$ cat src/rtl/mmul_pkg.sv
// Shared types and constants for the matmul job arbiter.
// Matrices are 3x3 of 8-bit elements, element (r,c) at bits (r*3+c)*8 +: 8.
package mmul_pkg;

  localparam int MAT_W       = 72;
  localparam int ELEM_W      = 8;
  localparam int N           = 3;
  localparam int TIMEOUT_DEF = 40;

  typedef enum logic [2:0] {
    IDLE  = 3'd0,
    LOAD  = 3'd1,
    RUN   = 3'd2,
    DRAIN = 3'd3,
    RESP  = 3'd4
  } state_t;

  function automatic logic [1:0] owner_onehot(input logic owner);
    return owner ? 2'b10 : 2'b01;
  endfunction

endpackage

$ cat src/rtl/rr_arb2.sv
// Two-way round-robin pick: a lone requester wins, a tie goes to the
// requester that was not granted last.
module rr_arb2
  import mmul_pkg::*;
(
  input  logic [1:0] i_valid,
  input  logic       i_last_grant,
  output logic [1:0] o_grant
);

  assign o_grant = (i_valid == 2'b11) ? owner_onehot(~i_last_grant) : i_valid;

endmodule

$ cat src/rtl/mmul_arbiter.sv
// Arbitrates two requesters onto one external 3x3 matmul engine, one job
// in flight, with a RUN-cycle timeout that reports an error response.
//
// state | meaning
// IDLE  | waiting for a request; grants and latches the winner's operands
// LOAD  | eng_reset pulse loads the latched operands into the engine
// RUN   | engine stepping; ends on eng_done or on timeout
// DRAIN | one idle cycle while the engine registers its result
// RESP  | result held for the owner until rsp_ready[owner]
module mmul_arbiter
  import mmul_pkg::*;
#(
  parameter int TIMEOUT = TIMEOUT_DEF
) (
  input  logic             clk,
  input  logic             reset_n,
  input  logic [1:0]       req_valid,
  output logic [1:0]       req_ready,
  input  logic [MAT_W-1:0] req0_mat_a,
  input  logic [MAT_W-1:0] req0_mat_b,
  input  logic [MAT_W-1:0] req1_mat_a,
  input  logic [MAT_W-1:0] req1_mat_b,
  output logic [1:0]       rsp_valid,
  input  logic [1:0]       rsp_ready,
  output logic [MAT_W-1:0] rsp_mat,
  output logic             rsp_err,
  output logic             eng_reset,
  output logic             eng_enable,
  output logic [MAT_W-1:0] eng_mat_a,
  output logic [MAT_W-1:0] eng_mat_b,
  input  logic [MAT_W-1:0] eng_result,
  input  logic             eng_done,
  output logic             busy
);

  localparam int CNT_W = ($clog2(TIMEOUT) < 1) ? 1 : $clog2(TIMEOUT);

  state_t           r_state;
  logic             r_last;
  logic             r_owner;
  logic [CNT_W-1:0] r_cnt;
  logic [MAT_W-1:0] r_mat_a;
  logic [MAT_W-1:0] r_mat_b;
  logic [MAT_W-1:0] r_rsp_mat;
  logic             r_err;
  logic [1:0]       r_rsp_valid;
  logic             r_eng_reset;
  logic             r_eng_enable;
  logic             r_busy;
  logic [1:0]       w_grant;

  rr_arb2 u_rr_arb2 (
    .i_valid      (req_valid),
    .i_last_grant (r_last),
    .o_grant      (w_grant)
  );

  assign req_ready  = (reset_n && r_state == IDLE) ? w_grant : 2'b00;
  // Reset also clears the engine, so a job aborted mid-flight leaves nothing behind.
  assign eng_reset  = ~reset_n | r_eng_reset;
  assign eng_enable = r_eng_enable;
  assign eng_mat_a  = r_mat_a;
  assign eng_mat_b  = r_mat_b;
  assign rsp_valid  = r_rsp_valid;
  assign rsp_mat    = r_rsp_mat;
  assign rsp_err    = r_err;
  assign busy       = r_busy;

  always_ff @(posedge clk) begin
    if (!reset_n) begin
      r_state      <= IDLE;
      r_last       <= 1'b1;
      r_owner      <= 1'b0;
      r_cnt        <= '0;
      r_mat_a      <= '0;
      r_mat_b      <= '0;
      r_rsp_mat    <= '0;
      r_err        <= 1'b0;
      r_rsp_valid  <= 2'b00;
      r_eng_reset  <= 1'b0;
      r_eng_enable <= 1'b0;
      r_busy       <= 1'b0;
    end else begin
      case (r_state)
        IDLE: begin
          if (|w_grant) begin
            r_owner     <= w_grant[1];
            r_mat_a     <= w_grant[1] ? req1_mat_a : req0_mat_a;
            r_mat_b     <= w_grant[1] ? req1_mat_b : req0_mat_b;
            r_eng_reset <= 1'b1;
            r_busy      <= 1'b1;
            r_state     <= LOAD;
          end
        end
        LOAD: begin
          r_eng_reset  <= 1'b0;
          r_eng_enable <= 1'b1;
          r_cnt        <= '0;
          r_state      <= RUN;
        end
        RUN: begin
          // eng_done wins over a timeout landing on the same cycle.
          if (eng_done) begin
            r_eng_enable <= 1'b0;
            r_state      <= DRAIN;
          end else if (r_cnt == CNT_W'(TIMEOUT - 1)) begin
            r_eng_enable <= 1'b0;
            r_err        <= 1'b1;
            r_rsp_valid  <= owner_onehot(r_owner);
            r_state      <= RESP;
          end else begin
            r_cnt <= r_cnt + CNT_W'(1);
          end
        end
        DRAIN: begin
          r_rsp_mat   <= eng_result;
          r_rsp_valid <= owner_onehot(r_owner);
          r_state     <= RESP;
        end
        RESP: begin
          if (rsp_ready[r_owner]) begin
            r_rsp_valid <= 2'b00;
            r_err       <= 1'b0;
            r_last      <= r_owner;
            r_busy      <= 1'b0;
            r_state     <= IDLE;
          end
        end
        default: r_state <= IDLE;
      endcase
    end
  end

endmodule

$ cat config.mk
export PLATFORM = sky130hd
export DESIGN_NAME = mmul_arbiter
export DESIGN_NICKNAME = d
export VERILOG_FILES = /design/src/rtl/mmul_pkg.sv /design/src/rtl/rr_arb2.sv /design/src/rtl/mmul_arbiter.sv
export SDC_FILE = /design/constraint.sdc
export NUM_CORES = 1
export LEC_CHECK = 0
export CELL_PAD_IN_SITES_DETAIL_PLACEMENT = 1
export CELL_PAD_IN_SITES_GLOBAL_PLACEMENT = 1
export CORE_AREA = 2 2 233 235
export DETAILED_ROUTE_END_ITERATION = 8
export DIE_AREA = 0 0 235 237
export PLACE_DENSITY_LB_ADDON = 0.1
export SYNTH_ARGS = -nofsm -noshare
export SYNTH_HDL_FRONTEND = slang
export SYNTH_SLANG_ARGS = --single-unit
$ cat constraint.sdc
create_clock -name clk -period 1.6 [get_ports clk]
set_clock_uncertainty 0.15 [all_clocks]
set_input_delay 0.32 -clock clk [delete_from_list [all_inputs] [get_ports clk]]
set_output_delay 0.32 -clock clk [all_outputs]
set_load 0.01 [all_outputs]
After elaboration in Yosys (flattened, before gate mapping)
Index checks and enable logic that the tools add are counted.
{ "classes": {"bitwise": 2, "reduce_logical": 17, "eq_ne": 12, "n_lt_le_gt_ge": 1, "add_sub_neg": 1, "muxes": 30} }
{ "ops": {"columns": ["op", "n"], "rows": [
  ["2-to-1 mux 72 bit", 2],
  ["case mux 3 bit (5 select lines)", 1],
  ["2-to-1 mux 2 bit", 7],
  ["2-to-1 mux 3 bit", 4],
  ["2-to-1 mux 6 bit", 2],
  ["case mux 6 bit (2 select lines)", 1],
  ["AND reduction 3 bit", 3],
  ["2-to-1 mux 1 bit", 8],
  ["inequality test 2 bit, second input constant", 4],
  ["case mux 1 bit (2 select lines)", 4],
  ["AND reduction 2 bit", 4],
  ["AND reduction 4 bit", 2],
  ["nonzero test 2 bit", 4],
  ["adder 6 x 1 -> 6 bit, second input constant", 1],
  ["== test 3 x 2 -> 1 bit, second input constant", 2],
  ["== test 6 bit, second input constant", 1],
  ["case mux 2 bit (3 select lines)", 1],
  ["== test 3 x 1 -> 1 bit, second input constant", 1],
  ["== test 3 bit, second input constant", 1],
  ["logical NOT 3 bit", 1],
  ["inequality test 3 bit, second input constant", 1],
  ["nonzero test 3 bit", 1],
  ["== test 2 bit, second input constant", 1],
  ["less-than comparator 1 x 2 -> 1 bit, second input constant", 1],
  ["5 further kinds", 5]
]} }
{ "totals": {"out_inout_bits": 224, "ff_bits": 233} }

Logic depth before layout (Yosys ltp)
Gate-level depths: netlist (run 1).
{ "depth": {"ltp_word": 5, "depth_mapped": 8, "depth_no_buf": 5} }

Modules after synthesis
Synthesis (run 1) repeated with hierarchy kept, for this count alone.
{ "hier_totals": {"cells_unflattened": 1063, "area_unflattened_um2": 9590.4} }
{ "modules_own_cells": {"columns": ["module", "area_per_inst_um2", "cells_each", "instances"], "rows": [
  ["mmul_arbiter", 9571.7, 1060, 1],
  ["rr_arb2", 18.8, 3, 1]
]} }

Worst setup path before layout (run 1)
No wires, ideal clock.
{ "synth_path": {"path_kind": "register to register", "from": "reg r_state[2]", "to": "reg r_mat_a[10], in the netlist eng_mat_a[10]", "setup_ns": 0.146, "period_less_slack_ns": 1.688, "t_arrival_ns": 1.392, "n_path_buf": 3, "setup_slack_ns": -0.088, "path_stages_with_launch": 7, "cell_sequence": "dfxtp_1 -> nor3_2 -> nor2b_1 -> buf_4 -> buf_2 -> buf_2 -> a211oi_2"} }
{ "synth_via": {"elab_chain_cells": 2} }
{ "synth_lines": {"columns": ["element", "line", "rtl"], "rows": [
  ["from (decl)", "mmul_arbiter.sv:38", "state_t r_state;"],
  ["from (signal assigned)", "mmul_arbiter.sv:71", "r_state <= IDLE;"],
  ["from (signal assigned)", "mmul_arbiter.sv:92", "r_state <= LOAD;"],
  ["from (signal assigned)", "mmul_arbiter.sv:99", "r_state <= RUN;"],
  ["logical NOT 3 bit", "mmul_arbiter.sv:84", "case (r_state)"],
  ["AND reduction 2 bit (no source line)", null, null],
  ["to (signal assigned)", "mmul_arbiter.sv:88", "r_mat_a <= w_grant[1] ? req1_mat_a : req0_mat_a;"],
  ["to (decl)", "mmul_arbiter.sv:42", "logic [MAT_W-1:0] r_mat_a;"]
]} }
Every way passes these cells.
A chain may end at the register's enable or synchronous reset.

Worst setup path after layout (run 1)
{ "layout_path": {"from": "reg r_state[2]", "to": "out req_ready[0]"} }
{ "layout_via": {"elab_chain_cells": 3} }
{ "layout_lines": {"columns": ["element", "line", "rtl"], "rows": [
  ["logical NOT 3 bit", "mmul_arbiter.sv:58", "assign req_ready = (reset_n && r_state == IDLE) ? w_grant : 2'b00;"],
  ["logical AND 1 bit", "mmul_arbiter.sv:58", null],
  ["2-to-1 mux 2 bit", "mmul_arbiter.sv:58", null],
  ["to (decl)", "mmul_arbiter.sv:18", "output logic [1:0] req_ready,"]
]} }
Every way passes these cells.

==> results of run 1 <==
metrics by stage:
step | hold WS [ns] | std cells | TNS [ns]
global route | 0.133 | 2511 | -42.56
detailed placement | 0.297 | 2343 | -132.87
CTS | 0.106 | 2446 | -35.86
floorplan | 0.281 | 1059 | -2.62
global placement | 0.292 | 2343 | -132.39
finish | 0.145 | 2514 | -31.16
report_power, final:
| part | total (uW) | leakage [uW] | switching, uW | internal [uW] |
|---|---|---|---|---|
| sequential | 7440 | 0.00193 | 663 | 6780 |
| clock | 6930 | 0.000496 | 2750 | 4180 |
| combinational | 10800 | 0.00584 | 5000 | 5780 |
area by class of cell:
class                           count  area [um2]  share of cell area [%]
Clock buffer                       48         910                    4.42
Multi-Input combinational cell    732        6080                    29.6
Tap cell                          696         871                    4.23
Clock inverter                      8        90.1                   0.438
Timing Repair Buffer              784        7870                    38.2
Antenna cell                       10        25.0                   0.122
Sequential cell                   233        4710                    22.9
Inverter                            3        18.8                  0.0912
worst max-delay path: cells and delay by family (launching register included):
family / cells / cell delay (ns)
AO/OA/AOI/OAI: 1 / 0.17
flip-flops: 1 / 0.34
AND/OR/NAND/NOR: 1 / 0.22
buffers and inverters: 2 / 0.26
worst paths after layout:
| kind | start | to | slack, ns | cells after the start |
|---|---|---|---|---|
| setup reg to reg | r_state[2] | eng_mat_a[50] | -0.28 | 9 |
| hold reg to reg | rsp_mat[41] | rsp_mat[41] | 0.30 | 2 |
| setup / recovery | r_state[2] | req_ready[0] | -0.43 | 4 |
| hold / removal | eng_result[41] | rsp_mat[41] | 0.15 | 3 |
routing by layer:
metal	vias up	GRT usage, %	share of wire [%]
met4	8	5.02	1.7
met5	-	0	0.082
li1	5217	-	-
met3	60	7.72	9.4
met2	374	30.5	49
met1	5289	20.0	39
registers in the layout, summed over array words and instances, names as in the netlist:
name	count
busy	1
eng_enable	1
eng_mat_a	72
eng_mat_b	72
r_cnt	6
r_eng_reset	1
r_last	1
r_owner	1
r_state	3
rsp_err	1
rsp_mat	72
rsp_valid	2
placed cells by master (no fill, tap or decap), types with 3 or more instances in the layout:
cell | netlist | layout
nor2_2 | 0 | 42
clkdlybuf4s50_1 | 0 | 365
a21oi_1 | 80 | 55
diode_2 | 0 | 10
buf_8 | 1 | 22
nor2_1 | 150 | 58
nand2_2 | 0 | 4
mux2i_2 | 0 | 18
a21oi_2 | 0 | 24
buf_16 | 0 | 21
buf_2 | 40 | 191
clkinv_2 | 0 | 6
o21ai_0 | 9 | 6
nand2_4 | 0 | 16
mux2i_1 | 145 | 125
a211oi_2 | 70 | 134
nor2_4 | 0 | 50
buf_6 | 5 | 40
nor2b_1 | 5 | 3
clkbuf_8 | 0 | 7
buf_12 | 0 | 34
dfxtp_1 | 233 | 195
nand2_1 | 162 | 141
dfxtp_2 | 0 | 37
clkbuf_1 | 34 | 10
buf_4 | 11 | 88
a211oi_1 | 74 | 9
nor3_1 | 4 | 4
clkbuf_16 | 0 | 53
cells by family (layout without fill, tap and decap cells):
logic type / Yosys count / after routing
AO/OA/AOI/OAI: 252 / 252
multiplexers: 145 / 145
AND/OR/NAND/NOR: 334 / 334
other: 0 / 10
buffers and inverters: 94 / 843
flip-flops: 233 / 233
adder cells (fa/ha/maj): 1 / 1
repair_timing:
item	in CTS	in global routing
pin swaps	61	136
setup buffers	28	45
gates resized for setup	1014	400
gates cloned	19	27
setup endpoints to repair	409	261
==> flow_metrics.py, run 1 <==
metrics = {
    "drt": {
        "drc": 0,
        "drtPass1Iterations": 6,
        "ant_nets": 0,
        "drt_wl_total_um": 56000,
        "via_count": 10948,
        "via_per_inst": 4.35,
        "wl_per_cell_um": 22.3,
        "drtIter0Drc": 343,
    },
    "worst_setup_path": {
        "crit_path_frequent_cell": "buf_6",
        "crit_required_ns": 1.13,
        "path_class": "reg -> out",
        "crit_fanout": 4,
        "cp_cell_sequence": "nor3_4, buf_6, o2111a_1, buf_6",
        "worst_path_max_delay_cell": "dfxtp_2",
        "cp_slowest_stage_delay_ns": 0.34,
        "end_kind": "primary output",
        "cp-start-kind": "flip-flop",
        "cp.arrival_ns": 1.56,
    },
    "synthesis": {
        "ys_seq_elements": 233,
        "yosys_warnings": 0,
        "synthMuxAreaShare_pct": 14.5,
        "synthXorXnorAreaFrac_pct": 0,
        "synth_compound_area_share_pct": 20.5,
        "ys_types": 43,
        "yosys.area_share.simple_pct": 13.2,
        "synth_top_area_cell": "dfxtp_1",
        "syn_inst": 1059,
        "ys_top_cells_by_area": "dfxtp_1, mux2i_1, a211oi_2",
        "synth_fa_ha_area_share_pct": 0.125,
        "synth_top_area_share_pct": 46.7,
        "synthMostInstantiatedCell": "dfxtp_1",
        "synthArstFlopShare_pct": 0,
        "avgSynthCellArea_um2": 9.43,
        "synth_top_family_by_area": "compound AO/OA/AOI/OAI gates",
        "synth_edf_count": 0,
        "ys_top_cells_by_count": "dfxtp_1, nand2_1, nor2_1",
        "ys.flop_type": "dfxtp_1",
        "syn_nets": 1427,
        "yosysSeqAreaShare_pct": 46.7,
        "syn_area_mm2": 0.00998,
    },
    "global_routing": {
        "grt_max_degree": 60,
        "grt_first_pass_wirelength_um": 74600,
        "grt_pass1_vias": 11313,
        "grt.total_usage_pct": 17.8,
        "grt_antenna_before_repair": 14,
        "grt_overflow_total": 0,
    },
    "placement": {
        "place_ws_ns": -0.742,
        "dp_hpwl_um": 37400,
        "gp_congestion": 0.762,
        "io_buffers": 590,
        "dpl_cell_area_mm2": 0.0173,
    },
    "final_layout": {
        "stdcell_area_mm2": 0.0206,
        "n_fill_cell": 5943,
        "drive_above_1_share_pct": 45.0,
        "syn2layout_area_growth_pct": 106,
        "nets": 2152,
        "final_util_pct": 38.6,
    },
    "sta": {
        "rsz0062_at_grt": "true",
        "final.min_clock_period_ns": 2.03,
        "worstMarginPinSlew_ns": 0.425,
        "max-slew-margin-rel_pct": 70.9,
        "timing_max_transition_violations_final": 0,
        "setup_ws_ns": -0.426,
        "period_share_pct": 127,
        "max_freq_mhz": 493,
        "setup_viol": 161,
        "hold_viol": 0,
    },
    "clock_network": {
        "hold_buffers": 0,
        "htree_levels": 1,
        "clk_latency_ns": 0.56,
        "cts.sinks": 233,
        "clockBufferDepth": 3,
        "cts-root-buf": "clkbuf_16",
        "cts_buffers": 30,
        "cts_tree": "done",
        "clkTransAtPathRegs_ns": 0.06,
    },
    "die": {
        "io_pins": 591,
        "rows": 85,
        "die_y_um": 237,
        "start_util_pct": 18.7,
        "coreArea_mm2": 0.0533,
        "die_area_mm2": 0.0557,
        "die_w_um": 235,
    },
    "power_and_ir_drop": {
        "p_leak_uw": 0.00826,
        "p_total_uw": 25100,
        "power.density_mw_per_mm2": 1220,
        "vdd_drop_max_mv": 0.824,
    },
    "flow_run": {
        "drv_cap": 0,
    },
    "outcome": {
        "status": "finished, violations left",
        "violations": "negative setup slack",
    },
    "worst_hold_path": {
        "holdCritPathClass": "in -> reg",
    },
}
(Power assumes the default switching activity.)
==> run 2: changes to the inputs <==
--- a/config.mk
+++ b/config.mk
@@ -5,6 +5,7 @@
 export SDC_FILE = /design/constraint.sdc
 export NUM_CORES = 1
 export LEC_CHECK = 0
+export ABC_CLOCK_PERIOD_IN_PS = 1600
 export CELL_PAD_IN_SITES_DETAIL_PLACEMENT = 1
 export CELL_PAD_IN_SITES_GLOBAL_PLACEMENT = 1
 export CORE_AREA = 2 2 233 235
==> results of run 2 <==
The final DEF is identical to that of run 1; final timing and power are the same.
==> run 3: changes to the inputs <==
--- a/config.mk
+++ b/config.mk
@@ -15,3 +15,4 @@
 export SYNTH_ARGS = -nofsm -noshare
 export SYNTH_HDL_FRONTEND = slang
 export SYNTH_SLANG_ARGS = --single-unit
+export TNS_END_PERCENT = 10
==> run 3 against run 2 <==
The flow still finishes with violations (negative setup slack). Setup slack gained 0.068 ns. Final area fell by 9.4%. Register-to-register slack lost 0.08 ns. Global-route usage is 1.3 points lower. Clock power up 5.5%. First-iteration DRC count shrank 39%. Flip-flop and latch count unchanged. Critical path depth rose by 5. Routed wire length shrank 9.3%. Utilization is 3.6 points lower. Clock-buffer cell count down 3. Largest power group unchanged.
==> flow_metrics.py, run 3 (same netlist as run 1, synthesis figures left out) <==
metrics = {
    "power_and_ir_drop": {
        "power.density_mw_per_mm2": 1240,
        "swShare_pct": 32.3,
        "p_total_uw": 23200,
        "combPwrFrac_pct": 37.2,
        "seqPwrFrac_pct": 31.3,
        "p_leak_uw": 0.00756,
        "vdd_drop_max_mv": 0.841,
        "clockPowerShare_pct": 31.5,
        "switchingPower_uw": 7490,
        "p_int_uw": 15700,
    },
    "sta": {
        "period_share_pct": 122,
        "final.min_clock_period_ns": 1.96,
        "setup_ws_ns": -0.359,
        "setup_viol": 157,
        "hold_viol": 0,
        "rsz0062_at_grt": "true",
        "worstMarginPinSlew_ns": 0.434,
        "max_freq_mhz": 511,
        "max-slew-margin-rel_pct": 70.3,
        "timing_max_transition_violations_final": 0,
    },
    "final_layout": {
        "final_util_pct": 35.0,
        "stdcell_area_mm2": 0.0187,
        "final_common_cell": "clkdlybuf4s50_1",
        "drive_above_1_share_pct": 33.9,
        "final_cell_mix": "clkdlybuf4s50_1, dfxtp_1, buf_2",
        "nets": 2097,
        "syn2layout_area_growth_pct": 86.9,
    },
    "global_routing": {
        "grt_antenna_before_repair": 7,
        "grt_first_pass_wirelength_um": 70100,
        "grt_max_degree": 47,
        "grt_pass1_vias": 10733,
        "grt_overflow_total": 0,
        "grt.total_usage_pct": 16.5,
    },
    "drt": {
        "met2WireLength_um": 25200,
        "via_count": 10459,
        "drtIter0Drc": 209,
        "route.met3.wl_um": 4400,
        "wl_per_cell_um": 20.7,
        "drtPass1Iterations": 4,
        "drc": 0,
        "ant_nets": 0,
        "via_per_inst": 4.26,
        "top_layer_used": "met5",
        "drt_wl_total_um": 50800,
        "wirelength_met1_um": 19800,
    },
    "die": {
        "rows": 85,
        "die_w_um": 235,
        "die_y_um": 237,
        "coreArea_mm2": 0.0533,
        "start_util_pct": 18.7,
        "io_pins": 591,
        "die_area_mm2": 0.0557,
    },
    "worst_setup_path": {
        "end_kind": "flip-flop",
        "cp-start-kind": "flip-flop",
        "r2r_end": "eng_mat_b[2]",
        "reg2reg_depth": 9,
        "crit_required_ns": 1.93,
        "r2r_slack_ns": -0.36,
        "startpoint": "r_state[0]",
        "path_class": "reg -> reg",
        "cp.arrival_ns": 2.29,
        "crit_fanout": 6,
        "r2r_start": "r_state[0]",
    },
    "placement": {
        "dpl_cell_area_mm2": 0.0174,
        "dp_hpwl_um": 37500,
        "gp_congestion": 0.767,
        "io_buffers": 590,
    },
    "clock_network": {
        "clkTransAtPathRegs_ns": 0.06,
        "hold_buffers": 0,
        "htree_levels": 1,
        "clk_latency_ns": 0.58,
        "clockBufferDepth": 3,
        "cts-root-buf": "clkbuf_16",
        "cts.sinks": 233,
        "cts_tree": "done",
        "cts_buffers": 31,
    },
    "outcome": {
        "violations": "negative setup slack",
        "status": "finished, violations left",
    },
    "worst_hold_path": {
        "whs_path_depth": 3,
        "hold_end": "rsp_mat[22]",
        "hold_path_startpoint": "eng_result[22]",
        "holdCritPathClass": "in -> reg",
    },
    "flow_run": {
        "drv_cap": 0,
    },
}
## run 3: what timing repair did
action / in CTS / in global routing
buffers inserted: 2 / 23
gates cloned: 0 / 19
pin swaps: 35 / 63
gates resized for setup: 968 / 106
setup endpoints to repair: 424 / 249
## run 3: worst max-delay path, cell delays in order (launching register included)
cell       delay [ns]
dfxtp_2          0.33
nor3_4           0.25
buf_4            0.16
nor2b_4          0.17
buf_12           0.15
buf_4            0.14
clkbuf_16        0.14
buf_4            0.13
nor2_1           0.04
a211oi_1         0.20
## run 3: how the worst max path moves through the flow
stage | end | slack, ns | cells past startpoint
final | eng_mat_b[2] | -0.36 | 9
after global routing | eng_mat_b[2] | -0.45 | 9
after CTS | req_ready[0] | -0.40 | 3
after detailed placement | eng_mat_a[17] | -0.71 | 8
after global placement | eng_mat_a[17] | -0.71 | 8
after floorplan | eng_mat_a[0] | -0.05 | 6
## run 3: cell type report
cell class / count / area [um2]
diodes: 7 / 17.5
multi-input cells: 732 / 5190
flip-flops and latches: 233 / 4700
repair buffers: 728 / 6780
well taps: 696 / 871
inverters: 3 / 18.8
clock buffers: 45 / 928
clock inverters: 12 / 141
fillers: 6045 / 34600
## run 3: power by group through the flow
stage,sequential [uW],clock [uW],combinational (uW)
finish,7260,7310,8630
CTS,7230,7640,7120
global route,7380,7850,9300
detailed placement,7340,0,7750
floorplan,7720,0,2990
global placement,7300,0,7710
## run 3: layer usage
metal	global-route usage (%)	vias to the layer above
met3	6.97	63
met1	18.0	4949
met5	0	-
met4	4.72	4
li1	-	5082
met2	29.0	361
## run 3: metrics by stage
step	setup TNS [ns]	hold WS [ns]	worst slack (ns)	std cells
2_1_floorplan	-3.95	0.281	-0.0474	1059
3_3_place_gp	-113.17	0.291	-0.711	2348
3_5_place_dp	-116.31	0.298	-0.715	2348
4_1_cts	-29.89	0.0771	-0.396	2407
5_1_grt	-53.17	0.120	-0.446	2452
6_report	-39.84	0.131	-0.359	2456
